==> src/rtl/display_pkg.sv <==
// Shared types for the two-requester display arbiter.
// Holds the FSM state encoding and requester index constants.
package display_pkg;

    typedef enum logic [1:0] {
        IDLE  = 2'b00,
        OWN_A = 2'b01,
        OWN_B = 2'b10
    } state_t;

    typedef logic idx_t;

    localparam idx_t REQ_A = 1'b0;
    localparam idx_t REQ_B = 1'b1;

endpackage

==> src/rtl/dwell_timer.sv <==
// Dwell counter: clears on ownership entry, counts ticks,
// saturates at DWELL and flags done once saturated.
module dwell_timer #(
    parameter int DWELL = 16
) (
    input  logic        clk,
    input  logic        reset,
    input  logic        clear,
    input  logic        tick,
    output logic [15:0] count,
    output logic        done
);

    localparam logic [15:0] LIMIT = 16'(DWELL);

    assign done = (count == LIMIT);

    // clear wins over tick; counting stops at the limit
    always_ff @(posedge clk or posedge reset) begin
        if (reset) begin
            count <= '0;
        end else if (clear) begin
            count <= '0;
        end else if (tick && !done) begin
            count <= count + 16'd1;
        end
    end

endmodule

==> src/rtl/display_arbiter.sv <==
// Arbitrates two digit sources onto one seven-segment display.
// Round-robin on ties, dwell-based preemption, registered data path.
module display_arbiter
    import display_pkg::*;
#(
    parameter int DWELL = 16
) (
    input  logic        clk,
    input  logic        reset,
    input  logic        tick,
    input  logic [1:0]  req,
    input  logic [15:0] digits_a,
    input  logic [3:0]  points_a,
    input  logic [15:0] digits_b,
    input  logic [3:0]  points_b,
    output logic [1:0]  gnt,
    output logic [15:0] digits,
    output logic [3:0]  decimal_points,
    output logic        blank
);

    state_t      state;
    state_t      state_nxt;
    idx_t        rr;
    logic        entry;
    logic [15:0] dwell_cnt;
    logic        dwell_done;
    logic [15:0] digits_q;
    logic [3:0]  points_q;

    // next owner: tie-break, owner drop-out and preemption
    always_comb begin
        state_nxt = state;
        unique case (state)
            IDLE: begin
                unique case (req)
                    2'b01:   state_nxt = OWN_A;
                    2'b10:   state_nxt = OWN_B;
                    2'b11:   state_nxt = (rr == REQ_B) ?
                                         OWN_A : OWN_B;
                    default: state_nxt = IDLE;
                endcase
            end
            OWN_A: begin
                if (!req[REQ_A]) begin
                    state_nxt = req[REQ_B] ? OWN_B : IDLE;
                end else if (dwell_done && req[REQ_B]) begin
                    state_nxt = OWN_B;
                end
            end
            OWN_B: begin
                if (!req[REQ_B]) begin
                    state_nxt = req[REQ_A] ? OWN_A : IDLE;
                end else if (dwell_done && req[REQ_A]) begin
                    state_nxt = OWN_A;
                end
            end
            default: state_nxt = IDLE;
        endcase
    end

    assign entry = (state_nxt != IDLE) &&
                   (state_nxt != state);

    dwell_timer #(
        .DWELL (DWELL)
    ) u_timer (
        .clk   (clk),
        .reset (reset),
        .clear (entry),
        .tick  (tick && (state != IDLE)),
        .count (dwell_cnt),
        .done  (dwell_done)
    );

    // state and round-robin pointer registers
    always_ff @(posedge clk or posedge reset) begin
        if (reset) begin
            state <= IDLE;
            rr    <= REQ_B;
        end else begin
            state <= state_nxt;
            if (entry) begin
                rr <= (state_nxt == OWN_B) ? REQ_B : REQ_A;
            end
        end
    end

    // capture the incoming owner's data alongside its grant
    always_ff @(posedge clk or posedge reset) begin
        if (reset) begin
            digits_q <= '0;
            points_q <= '0;
        end else begin
            unique case (state_nxt)
                OWN_A: begin
                    digits_q <= digits_a;
                    points_q <= points_a;
                end
                OWN_B: begin
                    digits_q <= digits_b;
                    points_q <= points_b;
                end
                default: begin
                    digits_q <= '0;
                    points_q <= '0;
                end
            endcase
        end
    end

    assign gnt            = state;
    assign blank          = (state == IDLE);
    assign digits         = digits_q;
    assign decimal_points = points_q;

endmodule

==> config.mk <==
export PLATFORM = sky130hd
export DESIGN_NAME = display_arbiter
export DESIGN_NICKNAME = d
export VERILOG_FILES = /design/src/rtl/display_pkg.sv /design/src/rtl/dwell_timer.sv /design/src/rtl/display_arbiter.sv
export SDC_FILE = /design/constraint.sdc
export NUM_CORES = 1
export LEC_CHECK = 0
export ABC_AREA = 1
export CORE_ASPECT_RATIO = 2
export CORE_MARGIN = 2
export CORE_UTILIZATION = 40
export CTS_CLUSTER_DIAMETER = 30
export DETAILED_ROUTE_END_ITERATION = 7
export PLACE_DENSITY = 0.74
export SLEW_MARGIN = 20
export SYNTH_ARGS = -nofsm -noshare
export SYNTH_HDL_FRONTEND = slang
export SYNTH_SLANG_ARGS = --single-unit
==> constraint.sdc <==
create_clock -name clk -period 2.45 [get_ports clk]
set_input_delay 0.6125 -clock clk [delete_from_list [all_inputs] [get_ports clk]]
set_output_delay 0.6125 -clock clk [all_outputs]
set_load 0.05 [all_outputs]
==> run metrics <==
EDFF count, synth 0; critical path type reg2out; Pre-Repair DR Iteration Count 6; syn avg cell area approximately 8 um^2; clock buffer depth 2; register area share after synthesis about 47%; main combinational cell family by area after synthesis simple AND/OR/NAND/NOR gates; final setup fails 0; max incr delay on CP 0.82 ns; GRT Util Overall about 21%; layout cells sized above 1 between 10% and 20%; initial core utilization just over 40%; total CTS buffers 5; H-tree depth 2; first-pass GRT wire length 9.09 mm; Peak VDD IR 1.07 mV; commonest non-fill, non-tap cells in the layout nand2_1, clkdlybuf4s50_1, dfrtp_1; GRT Residual Overflow 0; fillers approximately 470; commonest non-fill, non-tap cell in the layout nand2_1; Port-buffer cells 67; area occupied by multi-input gates ~980 um^2; XOR/XNOR Fraction of Synth Area ~3.3%; min setup slack post-route 0.0827 ns; Post-Synth Adder-Cell Area between 3 and 4%; Synth Area in Compound Gates a little over an eighth; largest net degree at the start of global routing 40; die extent in x 55.1 um; Post-Synth Simple-Gate Area between 20 and 30%; root buffer cell clkbuf_8; postcts setup bufs 0; Cell Chain, Critical Path nor2_4 -> clkdlybuf4s50_1; status finished, final reports clean; placed cell areas ~2900 um^2; Worst-path clk slew ~0.080 ns; initial DRC count 42; Synth Flop Type dfrtp_1; FP Rows 37; Final Cycle Share around 97%; Relative slew margins between 60% and 70%; DP Worst Slack -0.0226 ns; setup TNS 0 ns; ANT cells 0; Core ar. approximately 5000 um^2; Crit Path Max Fanout 7; synth warn 0; fmax 0.422 GHz; Max Cap Viol 0; area delta synth->final 42.6%; clock latency on the worst-skew pair slightly below 0.3 ns; Final GP Congestion between 0.8 and 0.9; Top Ports 68; Final ANT Viol Nets 0; Final Skew around 0.0044 ns; post-DP HPWL between 3 and 4 mm; post-DR wirelength/cell between 10 and 15 um; #FFs+latches synth 39; Final Power between 3 and 4 mW; final hold violation count 0; Synth cell types 27; Detailed Route WL 5.14 mm; die area about 5900 um^2; FF/Latch Area a little under 1000 um^2; cell area after synthesis approximately 2100 um^2; CTS resizes 0; CP max stage cell clkdlybuf4s50_1; slew at the pin with the worst max-slew slack roughly 0.52 ns; CTS tree done; Worst setup SP type flop; Synth Net Count 310; PD cells around 1300 nW/um^2; vias in the first global route between 2000 and 2500; post-DR vias/cell 4.99; min Tclk post-route around 2.4 ns; design area slightly below 3000 um^2; via count just under 2000; WP data arrival ~1.8 ns; Post-CTS Hold Buffers 0; Hold WC Path Type reg2reg; Worst EP required between 1.5 and 2 ns; unrepaired setup endpoints after global routing false; CTS sink count 39; P_leak roughly 1.3 nW; residual DRC count 0; Slew Viols, Final 0; fin nets between 300 and 400; antenna violations before repair 0; asr flop ratio synth between 90% and 100%; Critical path buffers and inverters 1; proportion of synthesized area in mux cells 0%; Post-Syn Instances between 200 and 300; Die Y 106 um; CP Capture Type output pin; hold_ws 0.487 ns; CP delay by family, top buffers and inverters
[routing by layer]
metal	track usage [%]	share of wire [%]	up-vias
li1	-	-	974
met4	6.79	2.1	0
met3	3.23	3.7	10
met5	0	0	-
met2	38.4	60	51
met1	22.3	34	916
[layout make-up]
cell class	instances	area share, %
Tap cell	58	2.43
Inverter	24	3.02
Multi-Input combinational cell	186	33.0
Sequential cell	39	32.8
Timing Repair Buffer	76	26.0
Clock inverter	3	0.503
Clock buffer	5	2.31
[synth_stat cells, drive strengths merged, types with 2 or more instances]
master / count / area [um^2]
xnor2: 2 / 17.5
clkbuf: 7 / 26.3
xor2: 6 / 52.6
a21boi: 2 / 18.8
buf: 3 / 30.0
dfrtp: 38 / 951
nand3: 15 / 87.6
a21oi: 35 / 213
o21ai: 7 / 35.0
ha: 6 / 75.1
nor2: 23 / 93.8
nor3: 5 / 25.0
nand4: 5 / 31.3
nand2: 77 / 297
inv: 23 / 86.3
[state kept, by name, indices dropped and copies added (netlist names)]
register	count
digits	16
rr	1
gnt	2
u_timer.count	16
decimal_points	4
[power by group]
group	switching, mW	total (mW)	internal (mW)	leakage, nW
combinational	1.55	2.38	0.826	0.715
clock	0.228	0.423	0.195	0.0477
sequential	0.105	0.953	0.849	0.529
[cells by family (layout without fill, tap and decap cells)]
group / after synthesis / count (layout)
simple gates: 126 / 126
buf+inv: 34 / 108
flops: 39 / 39
xor+xnor: 8 / 8
fa+ha+maj: 6 / 6
compound gates: 46 / 46
[final timing paths]
check	start	endpoint	slack [ns]	cells past startpoint
max in group asynchronous	reset	rr	1.35	3
min in group asynchronous	reset	u_timer.count[12]	0.74	3
hold reg to reg	rr	rr	0.49	2
setup / recovery	gnt[1]	blank	0.08	2
setup reg to reg	u_timer.count[0]	u_timer.count[1]	0.30	13
hold / removal	rr	rr	0.49	2
[worst min-delay path: stages (launching register included)]
cell and delay [ns]:
dfstp_2 0.39, nand2_1 0.06, nand2_1 0.04
[per-stage QoR]
stage	util, %	std cells
final	58.6	391
after global routing	58.6	391
after CTS	58.4	391
after detailed placement	56.8	383
after global placement	56.8	383
after floorplan	-	259
(Power assumes the default switching activity.)
